<file path="src/rtl/uart_rx_cfg_pkg.sv">
// uart_rx_cfg_pkg: shared FSM states and frame constants for the configurable UART receiver
package uart_rx_cfg_pkg;
  typedef enum logic [2:0] {IDLE, START, DATA, PARITY, STOP, DELIVER} state_t;
  localparam int MIN_DATA_LEN = 5;
  localparam int MIN_PRESCALE = 6;
  localparam int SAMPLE_PRE = 1;
  localparam int SAMPLE_POST = 1;
endpackage

</file>
<file path="src/rtl/uart_rx_cfg_sampler.sv">
// uart_rx_cfg_sampler: per-bit edge counter with 3-point majority vote around mid-bit
module uart_rx_cfg_sampler
  import uart_rx_cfg_pkg::*;
#(
  parameter int PRESCALE_WIDTH = 6
) (
  input  logic                      clk,
  input  logic                      rst,
  input  logic                      run,
  input  logic                      rx,
  input  logic [PRESCALE_WIDTH-1:0] prescale,
  output logic                      bit_valid,
  output logic                      bit_value,
  output logic                      bit_end
);
  logic [PRESCALE_WIDTH-1:0] cnt, half, last;
  logic s_lo, s_mid;
  always_comb begin
    half = prescale >> 1;
    last = prescale - PRESCALE_WIDTH'(1);
    bit_end = run && cnt == last;
    bit_valid = run && cnt == half + PRESCALE_WIDTH'(SAMPLE_POST);
    bit_value = (s_lo & s_mid) | (s_lo & rx) | (s_mid & rx);
  end
  always_ff @(posedge clk) begin
    if (rst || !run) cnt <= '0;
    else cnt <= bit_end ? '0 : cnt + PRESCALE_WIDTH'(1);
    if (rst) begin
      s_lo <= 1'b0;
      s_mid <= 1'b0;
    end else begin
      if (run && cnt == half - PRESCALE_WIDTH'(SAMPLE_PRE)) s_lo <= rx;
      if (run && cnt == half) s_mid <= rx;
    end
  end
endmodule

</file>
<file path="src/rtl/uart_rx_cfg.sv">
// uart_rx_cfg: UART receiver with run-time frame format and valid/ready holding register
module uart_rx_cfg
  import uart_rx_cfg_pkg::*;
#(
  parameter int MAX_DATA_WIDTH = 9,
  parameter int PRESCALE_WIDTH = 6,
  parameter int LEN_WIDTH      = 4
) (
  input  logic                      CLK,
  input  logic                      RST,
  input  logic                      RX_IN,
  input  logic [PRESCALE_WIDTH-1:0] Prescale,
  input  logic [LEN_WIDTH-1:0]      DATA_LEN,
  input  logic                      PAR_EN,
  input  logic                      PAR_TYP,
  input  logic                      STOP2,
  input  logic                      RX_Data_ready,
  output logic                      RX_Data_valid,
  output logic [MAX_DATA_WIDTH-1:0] RX_P_DATA,
  output logic                      PAR_ERR,
  output logic                      STP_ERR,
  output logic                      BRK,
  output logic                      OVR_ERR
);
  localparam logic [LEN_WIDTH-1:0] LEN_MAX = LEN_WIDTH'(MAX_DATA_WIDTH);
  localparam logic [LEN_WIDTH-1:0] LEN_MIN = LEN_WIDTH'(MIN_DATA_LEN);
  localparam logic [PRESCALE_WIDTH-1:0] PSC_MIN = PRESCALE_WIDTH'(MIN_PRESCALE);
  state_t state, state_n;
  logic [LEN_WIDTH-1:0] bit_cnt, len_q, len_eff;
  logic [PRESCALE_WIDTH-1:0] psc_q, psc_eff;
  logic [MAX_DATA_WIDTH-1:0] shift;
  logic par_en_q, par_typ_q, stop2_q, line_seen_high;
  logic run, bit_valid, bit_value, bit_end, last_stop, deliver, load, start_frame;
  logic par_acc, zero, par_err_p, stp_err_p, brk_p;
  uart_rx_cfg_sampler #(.PRESCALE_WIDTH(PRESCALE_WIDTH)) u_sampler (
    .clk      (CLK),
    .rst      (RST),
    .run      (run),
    .rx       (RX_IN),
    .prescale (psc_q),
    .bit_valid(bit_valid),
    .bit_value(bit_value),
    .bit_end  (bit_end)
  );
  // Prescale is floored so the evaluation point always precedes the bit-end wrap
  always_comb begin
    len_eff = DATA_LEN > LEN_MAX ? LEN_MAX : DATA_LEN < LEN_MIN ? LEN_MIN : DATA_LEN;
    psc_eff = Prescale < PSC_MIN ? PSC_MIN : Prescale;
    run = state inside {START, DATA, PARITY, STOP};
    last_stop = bit_valid && bit_cnt == LEN_WIDTH'(stop2_q);
    deliver = state == DELIVER;
    load = deliver && (!RX_Data_valid || RX_Data_ready);
    start_frame = state == IDLE && state_n == START;
  end
  always_ff @(posedge CLK) state <= RST ? IDLE : state_n;
  always_comb begin
    state_n = state;
    case (state)
      IDLE:    if (!RX_IN && line_seen_high) state_n = START;
      START:   state_n = (bit_valid && bit_value) ? IDLE : bit_end ? DATA : START;
      DATA:    if (bit_end && bit_cnt == len_q - LEN_WIDTH'(1)) state_n = par_en_q ? PARITY : STOP;
      PARITY:  if (bit_end) state_n = STOP;
      STOP:    if (last_stop) state_n = DELIVER;
      default: state_n = IDLE;
    endcase
  end
  always_ff @(posedge CLK) begin
    if (RST) begin
      bit_cnt <= '0;
      len_q <= '0;
      psc_q <= '0;
      par_en_q <= 1'b0;
      par_typ_q <= 1'b0;
      stop2_q <= 1'b0;
      line_seen_high <= 1'b0;
      shift <= '0;
      par_acc <= 1'b0;
      zero <= 1'b0;
      par_err_p <= 1'b0;
      stp_err_p <= 1'b0;
      brk_p <= 1'b0;
      RX_Data_valid <= 1'b0;
      RX_P_DATA <= '0;
      PAR_ERR <= 1'b0;
      STP_ERR <= 1'b0;
      BRK <= 1'b0;
      OVR_ERR <= 1'b0;
    end else begin
      line_seen_high <= !deliver && (line_seen_high || RX_IN);
      bit_cnt <= state_n != state ? '0 : bit_end ? bit_cnt + LEN_WIDTH'(1) : bit_cnt;
      if (start_frame) begin
        len_q <= len_eff;
        psc_q <= psc_eff;
        par_en_q <= PAR_EN;
        par_typ_q <= PAR_TYP;
        stop2_q <= STOP2;
        shift <= '0;
        par_acc <= 1'b0;
        zero <= 1'b1;
        par_err_p <= 1'b0;
        stp_err_p <= 1'b0;
        brk_p <= 1'b0;
      end
      if (bit_valid && state == DATA) begin
        shift <= shift | (MAX_DATA_WIDTH'(bit_value) << bit_cnt);
        par_acc <= par_acc ^ bit_value;
        zero <= zero & ~bit_value;
      end
      if (bit_valid && state == PARITY) begin
        par_err_p <= bit_value != (par_acc ^ par_typ_q);
        zero <= zero & ~bit_value;
      end
      // break needs the first stop bit low on top of an all-zero data/parity field
      if (bit_valid && state == STOP) begin
        stp_err_p <= stp_err_p | ~bit_value;
        if (bit_cnt == '0) brk_p <= zero & ~bit_value;
      end
      OVR_ERR <= deliver && !load;
      if (load) begin
        RX_Data_valid <= 1'b1;
        RX_P_DATA <= shift;
        PAR_ERR <= par_err_p;
        STP_ERR <= stp_err_p;
        BRK <= brk_p;
      end else if (RX_Data_valid && RX_Data_ready) begin
        RX_Data_valid <= 1'b0;
        PAR_ERR <= 1'b0;
        STP_ERR <= 1'b0;
        BRK <= 1'b0;
      end
    end
  end
endmodule
</file>
<file path="config.mk">
export PLATFORM = sky130hd
export DESIGN_NAME = uart_rx_cfg
export DESIGN_NICKNAME = d
export VERILOG_FILES = /design/src/rtl/uart_rx_cfg_pkg.sv /design/src/rtl/uart_rx_cfg_sampler.sv /design/src/rtl/uart_rx_cfg.sv
export SDC_FILE = /design/constraint.sdc
export NUM_CORES = 1
export LEC_CHECK = 0
export BUFFER_PORTS_ARGS = -buffer_cell sky130_fd_sc_hd__buf_2
export CORE_MARGIN = 8
export CORE_UTILIZATION = 53
export CTS_CLUSTER_SIZE = 24
export DETAILED_ROUTE_END_ITERATION = 8
export GPL_ROUTABILITY_DRIVEN = 1
export GPL_TIMING_DRIVEN = 0
export PLACE_DENSITY = 0.76
export RECOVER_POWER = 100
export REMOVE_ABC_BUFFERS = 1
export SYNTH_ARGS = -nofsm -noshare
export SYNTH_HDL_FRONTEND = slang
export SYNTH_SLANG_ARGS = --single-unit
export TNS_END_PERCENT = 30
</file>
<file path="constraint.sdc">
create_clock -name CLK -period 2.3 [get_ports CLK]
set_input_delay 0.23 -clock CLK [delete_from_list [all_inputs] [get_ports CLK]]
set_output_delay 0.23 -clock CLK [all_outputs]
set_load 0.01 [all_outputs]
</file>
==> results of run 1 <==
## registers in the layout (all words and copies together) (netlist names), 3 cells and up
name and cells:
RX_P_DATA 9, bit_cnt 4, len_q 4, psc_q 6
shift 9, state 3, u_sampler.cnt 6
## power by group through the flow
stage / sequential [mW] / clock (mW) / combinational, mW
5_1_grt: 1.04 / 1.09 / 0.274
4_1_cts: 1.03 / 1.05 / 0.218
2_1_floorplan: 1.04 / 0 / 0.153
6_report: 1.03 / 1.04 / 0.244
3_5_place_dp: 1.05 / 0 / 0.210
3_3_place_gp: 1.05 / 0 / 0.205
## area by class of cell
class / instances / area [µm²] / area share, %
multi-input cells: 278 / 1870 / 52.6
flip-flops and latches: 57 / 1160 / 32.5
repair buffers: 35 / 170 / 4.79
clock buffers: 11 / 141 / 3.98
well taps: 72 / 90.1 / 2.54
clock inverters: 5 / 78.8 / 2.22
inverters: 13 / 48.8 / 1.37
## worst paths after layout
kind,end,slack (ns),cells after the start
min,par_en_q,0.13,3
min reg2reg,RX_P_DATA[3],0.46,2
max,bit_cnt[0],0.05,8
max reg2reg,bit_cnt[0],0.05,8
## stage by stage
step	power, mW	setup TNS [ns]	std cells
4_1_cts	2.30	0	467
2_1_floorplan	1.20	0	348
3_3_place_gp	1.26	-3.54	450
6_report	2.32	0	471
5_1_grt	2.40	-0.332	471
3_5_place_dp	1.26	-4.26	450
## synthesized netlist by cell type (all sizes together), types with 3 or more instances
master   n
o21ai    8
nand2   49
mux2i    3
and3     5
nand4    6
nor2    35
and2     5
nand2b   7
a22oi    4
nor4    12
a31oi    5
dfxtp   57
or3      3
xor2    10
nor4b    3
a211oi   9
ha       8
a21oi   29
nor2b    5
nand3    9
buf      6
xnor2   23
inv     13
nor3    11
clkbuf  14
## placed cells by master (no fill, tap or decap), types with 3 or more instances in the layout
master / netlist / layout
clkbuf_8: 0 / 10
clkbuf_1: 12 / 15
xor2_1: 10 / 10
nor3_1: 11 / 10
a21oi_1: 29 / 28
inv_1: 13 / 13
a211oi_1: 9 / 8
nand2_1: 49 / 49
xnor2_1: 21 / 19
xnor2_2: 2 / 4
buf_2: 3 / 16
nand3_1: 9 / 9
nand4_1: 6 / 6
a22oi_1: 4 / 4
and2_1: 5 / 4
nor4_1: 12 / 9
nand2b_1: 7 / 7
ha_1: 8 / 7
and3_1: 4 / 4
dfxtp_2: 0 / 6
o21ai_0: 7 / 7
nor2_1: 35 / 35
buf_4: 0 / 5
a31oi_1: 4 / 4
dfxtp_1: 57 / 49
mux2i_1: 3 / 3
nor2b_1: 5 / 5
## per-layer routing
layer	GRT usage (%)	vias to the layer above	share of wire, %
li1	-	1349	-
met1	20.5	1301	44
met2	29.1	51	50
met3	3.18	17	3.0
met4	9.69	0	2.5
met5	0	-	0
## worst min-delay path, delay by kind of cell
family,cells,cell delay (ns)
simple gates,1,0.04
buf+inv,1,0.09
compound gates,1,0.05
## kinds of logic (layout without fill, tap and decap cells)
| logic type | after synthesis | count (layout) | synth area share (%) |
|---|---|---|---|
| flops | 57 | 57 | 37.6 |
| fa+ha+maj | 9 | 9 | 3.63 |
| buf+inv | 33 | 64 | 4.54 |
| simple gates | 159 | 159 | 26.0 |
| xor+xnor | 33 | 33 | 10.0 |
| compound gates | 73 | 73 | 16.8 |
| mux | 4 | 4 | 1.36 |
## what timing repair did
action,CTS,global route
endpoints found under the setup margin,18,20
buffers inserted,1,4
pin swaps,2,3
gates resized for setup,12,18
==> flow_summary.json, run 1 <==
{
  "crit_buf_inv": 1,
  "area_delta_synth_final_pct": 17.1,
  "track_usage_pct": 17.4,
  "htree_levels": 3,
  "syn_area_um2": 3030,
  "postLayoutCellArea_um2": 3550,
  "powerDensity_nw_per_um2": 653,
  "detail_route.wl_per_cell_um": 15.2,
  "power.share.clock_pct": 44.9,
  "max_stage_delay_ns": 0.51,
  "layout-drive-gt1-share_pct": 17.5,
  "finalCriticalPeriod_ns": 2.25,
  "cp_common_cell": "nand3_1",
  "syn_avg_cell_area_um2": 8.25,
  "holdCritStartpoint": "PAR_EN",
  "seq_power_share_pct": 44.6,
  "yosysWarnings": 0,
  "power_switching_mw": 0.567,
  "routed_wl_um": 7140,
  "drv_cap": 0,
  "core-area_um2": 5510,
  "setup_violations": 0,
  "gp_congestion": 0.819,
  "path_delay_family": "simple AND/OR/NAND/NOR gates",
  "syn_inst": 368,
  "outcome": "completed",
  "clk_pin_slew_ns": 0.06,
  "synth_cell_types": 54,
  "nFillCells": 458,
  "rsz0062_at_grt": "yes",
  "worstPathArrival_ns": 2.49,
  "cts_hold_buf": 0,
  "clock-sinks": 57,
  "grt_pass1_vias": 2624,
  "worstPathCellList": "inv_1 > ha_2 > nor3b_4 > nand3_1 > nor4b_4 > nand3_1 > or4b_4 > a211oi_1",
  "worstPathMaxFanout": 9,
  "r2r-start": "psc_q[2]",
  "cts_root_buf": "clkbuf_8",
  "grt.overflow.total": 0,
  "utilization_pct": 64.5,
  "clock_path_buffers": 2,
  "crit_type": "reg2reg",
  "crit_start": "psc_q[2]",
  "end_kind": "register",
  "rows": 27,
  "cts_made_buffers": 9,
  "ios": 31,
  "p_comb_share_pct": 10.5,
  "fmax_mhz": 445,
  "ant_nets": 0,
  "final_nets": 419,
  "synth_async_sr_flop_share_pct": 0,
  "worst_path_max_delay_cell": "or4b_4",
  "cts_tree": "yes",
  "dp_slack_ns": -0.366,
  "slew_headroom_pct": 43.7,
  "clock_skew_ns": 0.0108,
  "hpwl_um": 4810,
  "viasPerCell": 5.77,
  "p_sw_share_pct": 24.5,
  "drtIter0Drc": 218,
  "synth.area.top_cells": "dfxtp_1 38%, nand2_1 6.1%, xnor2_1 6.1%",
  "antennaDiodeCount": 0,
  "yosysSeqAreaShare_pct": 37.6,
  "grt_pass1_wl_um": 12200,
  "finalMaxSlewViolations": 0,
  "hold_slack_ns": 0.134,
  "synth_top_area_share_pct": 37.6,
  "synth_ff_type": "dfxtp_1",
  "die_y_um": 91.7,
  "hold_path_class": "in2reg",
  "ir_worst_vdd_uv": 607,
  "worstPathRequired_ns": 2.54,
  "p_int_mw": 1.75,
  "start_util_pct": 55.1,
  "final-hold-violation-count": 0,
  "vias": 2718,
  "synth_edf_count": 0,
  "placed_area_um2": 3190,
  "die_area_um2": 8400,
  "port_buffers": 30,
  "p_leak_nw": 1.25,
  "cp-start-kind": "register",
  "antenna_found_initial": 0,
  "drcViolationCount": 0,
  "tightest_slew_ns": 0.844,
  "die_x_um": 91.7,
  "finalWorstSetupSlack_ns": 0.0530,
  "synth_seq_cells": 57,
  "period_share_pct": 97.7,
  "grt_max_degree": 46,
  "synth_top_area_cell": "dfxtp_1",
  "firstDrtPassIters": 4,
  "clk_latency_ns": 0.34
}
(Power assumes the default switching activity.)
==> run 2: changes to the inputs <==
BUFFER_PORTS_ARGS = -buffer_cell sky130_fd_sc_hd__buf_4   (was -buffer_cell sky130_fd_sc_hd__buf_2)
==> flow_summary.json, run 2 (synthesis results as in run 1) <==
{
  "clk_latency_ns": 0.35,
  "max_stage_delay_ns": 0.55,
  "utilization_pct": 64.6,
  "largest_registers": "RX_P_DATA (9), shift (9)",
  "drcViolationCount": 0,
  "viasPerCell": 5.83,
  "ant_nets": 0,
  "htree_levels": 3,
  "crit_start": "psc_q[2]",
  "gp_congestion": 0.799,
  "nFillCells": 456,
  "clock-sinks": 57,
  "port_buffers": 30,
  "clock_path_buffers": 2,
  "final-hold-violation-count": 0,
  "die_x_um": 91.7,
  "setup_violations": 0,
  "tightest_slew_ns": 0.733,
  "die_area_um2": 8400,
  "clock_skew_ns": 0.00795,
  "crit_type": "reg2reg",
  "layout_commonest_cell": "nand2_1",
  "hold_path_class": "in2reg",
  "seq_area_um2": 1160,
  "grt_pass1_wl_um": 12100,
  "powerDensity_nw_per_um2": 609,
  "antenna_found_initial": 0,
  "cp-start-kind": "register",
  "drtIter0Drc": 264,
  "r2r_cells": 7,
  "final_nets": 417,
  "p_total_mw": 2.17,
  "drv_cap": 0,
  "worstPathMaxFanout": 9,
  "vias": 2733,
  "period_share_pct": 98.9,
  "start_util_pct": 55.1,
  "reg2reg_slack_ns": 0.03,
  "fmax_mhz": 440,
  "worstPathArrival_ns": 2.54,
  "grt.overflow.total": 0,
  "grt_max_degree": 46,
  "multi_input_area_um2": 1880,
  "grt_pass1_vias": 2602,
  "cts_root_buf": "clkbuf_8",
  "detail_route.wl_per_cell_um": 15.4,
  "rsz0062_at_grt": "yes",
  "r2r-start": "psc_q[2]",
  "area_delta_synth_final_pct": 17.2,
  "slew_headroom_pct": 51.1,
  "rows": 27,
  "die_y_um": 91.7,
  "finalMaxSlewViolations": 0,
  "worstPathRequired_ns": 2.57,
  "hpwl_um": 4950,
  "finalCriticalPeriod_ns": 2.27,
  "placed_area_um2": 3260,
  "firstDrtPassIters": 5,
  "antennaDiodeCount": 0,
  "cts_made_buffers": 9,
  "outcome": "completed",
  "postLayoutCellArea_um2": 3560,
  "p_leak_nw": 1.23,
  "layout-drive-gt1-share_pct": 18.4,
  "ios": 31,
  "routed_wl_um": 7210,
  "track_usage_pct": 17.6,
  "endpoint": "bit_cnt[2]",
  "clk_pin_slew_ns": 0.08,
  "core-area_um2": 5510,
  "worstPathCellList": "ha_1 > nand2b_1 > a21o_1 > a31oi_4 > nor3_2 > or4b_4 > a211oi_1",
  "end_kind": "register",
  "cts_tree": "yes",
  "ir_worst_vdd_uv": 517,
  "most-common-layout-cells": "49 x nand2_1, 48 x dfxtp_1, 35 x nor2_1",
  "r2r-end": "bit_cnt[2]",
  "worst_path_max_delay_cell": "or4b_4"
}
-- run 2: metal layers --
metal | global-route usage (%) | wire [µm]
met5 | 0 | 0
met4 | 5.32 | 91
met3 | 5.95 | 341
met2 | 29.7 | 3730
met1 | 20.5 | 3050
-- run 2: cell type report --
type / count / share of cell area (%)
timing repair buffer: 33 / 5.49
inverter: 13 / 1.37
multi-input combinational: 278 / 52.9
sequential: 57 / 32.5
clock inverter: 7 / 1.72
clock buffer: 9 / 3.48
tap: 72 / 2.53
-- run 2: what timing repair did --
action,CTS,global route
hold buffers,0,0
pin swaps,1,1
endpoints found under the setup margin,16,20
setup buffers,0,3
resized for setup,12,21
-- run 2: how the worst min path moves through the flow --
| stage | to | slack, ns | depth (start not counted) | startpoint |
|---|---|---|---|---|
| 2_1_floorplan | RX_Data_valid | 0.30 | 1 | RST |
| 3_3_place_gp | RX_P_DATA[0] | 0.45 | 2 | shift[0] |
| 3_5_place_dp | RX_P_DATA[0] | 0.45 | 2 | shift[0] |
| 4_1_cts | stop2_q | 0.12 | 3 | STOP2 |
| 5_1_grt | psc_q[0] | 0.12 | 3 | Prescale[0] |
| 6_report | stop2_q | 0.13 | 3 | STOP2 |
-- run 2: where the power goes --
group / switching (mW) / leakage [nW] / total [mW] / internal (mW)
Clock: 0.472 / 0.0888 / 0.882 / 0.410
Sequential: 0.0288 / 0.466 / 1.03 / 1.00
Combinational: 0.137 / 0.675 / 0.252 / 0.115
Total: 0.638 / 1.23 / 2.17 / 1.53
-- run 2: worst max-delay path: cells and delay by family, from the launching register on --
family	cells	cell delay, ns
compound gates	3	0.81
fa+ha+maj	1	0.19
flops	1	0.39
simple gates	3	0.81
-- run 2: stage by stage --
| stage | TNS [ns] | std cells | hold WS, ns | worst slack (ns) |
|---|---|---|---|---|
| finish | 0 | 469 | 0.127 | 0.0254 |
| global route | -0.279 | 469 | 0.124 | -0.0737 |
| CTS | -0.0201 | 466 | 0.121 | -0.0169 |
| detailed placement | -4.23 | 450 | 0.449 | -0.356 |
| global placement | -3.26 | 450 | 0.445 | -0.299 |
| floorplan | 0 | 348 | 0.299 | 0.106 |
==> run 3: changes to the inputs <==
ABC_AREA = 1   (was default)
==> flow_summary.json, run 3 <==
{
  "outcome": "completed",
  "vias": 2766,
  "p_total_mw": 2.09,
  "final_nets": 493,
  "core-area_um2": 5470,
  "slew_headroom_pct": 52.6,
  "routed_wl_um": 6690,
  "clock_path_buffers": 2,
  "cp_common_cell": "nand2_1",
  "powerDensity_nw_per_um2": 610,
  "met2WireLength_um": 3380,
  "drcViolationCount": 0,
  "crit_type": "reg2reg",
  "syn_area_um2": 3000,
  "grt_pass1_vias": 2738,
  "end_kind": "register",
  "power.share.clock_pct": 38.7,
  "worst_path_max_delay_cell": "dfxtp_1",
  "largest_registers": "RX_P_DATA (9), shift (9)",
  "ir_worst_vdd_uv": 451,
  "clock_skew_ns": 0.00916,
  "detail_route.wl_per_cell_um": 12.3,
  "tightest_slew_ns": 0.710,
  "gp_congestion": 0.864,
  "synth_common_cells": "93 x nand2_1, 57 x dfxtp_1, 57 x inv_1",
  "tns_ns": 0,
  "synth_top_area_share_pct": 38.0,
  "fmax_mhz": 474,
  "crit_start": "psc_q[0]",
  "worstPathMaxFanout": 7,
  "layout-drive-gt1-share_pct": 12.7,
  "hold_path_class": "in2reg",
  "rsz0062_at_grt": "no",
  "clk_latency_ns": 0.35,
  "area_delta_synth_final_pct": 14.1,
  "grt.overflow.total": 0,
  "p_sw_share_pct": 28.7,
  "die_y_um": 91.2,
  "cts_hold_buf": 0,
  "synth.area.top_cells": "dfxtp_1 38%, nand2_1 12%, inv_1 7.1%",
  "power_switching_mw": 0.598,
  "synth_async_sr_flop_share_pct": 0,
  "max_stage_delay_ns": 0.36,
  "finalCriticalPeriod_ns": 2.11,
  "yosysSeqAreaShare_pct": 38.0,
  "track_usage_pct": 17.2,
  "yosysMostFrequentCell": "nand2_1",
  "drv_cap": 0,
  "syn_inst": 436,
  "wl_met3_um": 125,
  "highest_layer": "met4",
  "layout_commonest_cell": "nand2_1",
  "synth_edf_count": 0,
  "die_x_um": 91.2,
  "cts_tree": "yes",
  "cts_made_buffers": 9,
  "antennaDiodeCount": 0,
  "port_buffers": 30,
  "synth_ff_type": "dfxtp_1",
  "finalMaxSlewViolations": 0,
  "worstPathCellList": "inv_1 > ha_1 > inv_1 > nand2_1 > nand2_1 > nor2_1 > nand2_1 > nor2_2 > nand3_4 > nor2_4 > nand3_1 > nand2_1 > nand2_1 > nand2_1 > nor2_1 > nand2_2 > nor2_1",
  "grt_pass1_wl_um": 11900,
  "holdCritStartpoint": "Prescale[1]",
  "cp-start-kind": "register",
  "synth_cell_types": 34,
  "cts_root_buf": "clkbuf_8",
  "htree_levels": 3,
  "final-hold-violation-count": 0,
  "clock-sinks": 57,
  "r2r-start": "psc_q[0]",
  "seq_power_share_pct": 49.5,
  "p_leak_nw": 1.46,
  "p_comb_share_pct": 11.8,
  "drtIter0Drc": 111,
  "hpwl_um": 5040,
  "start_util_pct": 54.8,
  "die_area_um2": 8320,
  "hold_slack_ns": 0.144,
  "worstPathArrival_ns": 2.34,
  "period_share_pct": 91.7,
  "wl_met1_um": 3000,
  "grt_max_degree": 26,
  "rows": 27,
  "ios": 31,
  "ant_nets": 0,
  "synth_seq_cells": 57,
  "syn_avg_cell_area_um2": 6.88,
  "worstPathRequired_ns": 2.53,
  "yosysWarnings": 0,
  "antenna_found_initial": 0,
  "viasPerCell": 5.08,
  "p_int_mw": 1.49,
  "clk_pin_slew_ns": 0.06,
  "most-common-layout-cells": "92 x nand2_1, 57 x inv_1, 55 x dfxtp_1",
  "firstDrtPassIters": 4,
  "synth_top_area_cell": "dfxtp_1",
  "setup_violations": 0
}
-- run 3: logic make-up after synthesis --
| group | Yosys count | synth area share [%] |
|---|---|---|
| xor gates and xnor gates | 19 | 5.55 |
| buffers and inverters | 79 | 10.3 |
| AOI/OAI and AO/OA | 79 | 13.9 |
| DFF | 57 | 38.0 |
| and+or+nand+nor | 194 | 28.9 |
| adders and majority gates | 8 | 3.34 |
-- run 3: power groups by stage --
stage / clock [mW] / sequential (mW) / combinational [mW]
CTS: 0.821 / 1.03 / 0.247
floorplan: 0 / 1.05 / 0.179
detailed placement: 0 / 1.06 / 0.245
global placement: 0 / 1.05 / 0.239
finish: 0.808 / 1.03 / 0.247
global route: 0.863 / 1.03 / 0.286
-- run 3: routing by layer --
layer  vias up  track usage (%)
li1       1458                -
met2        29             30.5
met5         -                0
met3        18             2.88
met1      1261             18.9
met4         0             9.96
-- run 3: through the flow --
| stage | util [%] | instance area [µm²] | cells | setup slack, ns |
|---|---|---|---|---|
| finish | 62.5 | 3420 | 545 | 0.190 |
| global route | 62.5 | 3420 | 545 | 0.0111 |
| CTS | 62.8 | 3440 | 544 | 0.0745 |
| detailed placement | 59.7 | 3270 | 528 | 0.0850 |
| global placement | 59.7 | 3270 | 528 | 0.102 |
| floorplan | - | 2950 | 426 | 0.424 |
-- run 3: repair_timing --
| item | CTS | global route |
|---|---|---|
| resized for setup | 0 | 11 |
| buffers inserted | 0 | 1 |
| endpoints found under the setup margin | 0 | 20 |
-- run 3: critical path: cells and delay by family (launching register included) --
family | cells | cell delay, ns
flip-flops | 1 | 0.36
adder cells (fa/ha/maj) | 1 | 0.30
buffers and inverters | 2 | 0.13
AND/OR/NAND/NOR | 14 | 1.21
-- run 3: cell type report --
class | count | area (µm²)
Fill cell | 512 | 2050
Multi-Input combinational cell | 300 | 1570
Sequential cell | 57 | 1150
Inverter | 69 | 263
Timing Repair Buffer | 31 | 176
Clock buffer | 9 | 124
Tap cell | 72 | 90.1
Clock inverter | 7 | 47.5
-- run 3: worst paths after layout --
check,end,slack [ns],depth (start not counted)
setup / recovery,bit_cnt[1],0.19,17
hold / removal,psc_q[1],0.14,3
setup reg to reg,bit_cnt[1],0.19,17
hold reg to reg,shift[5],0.46,2
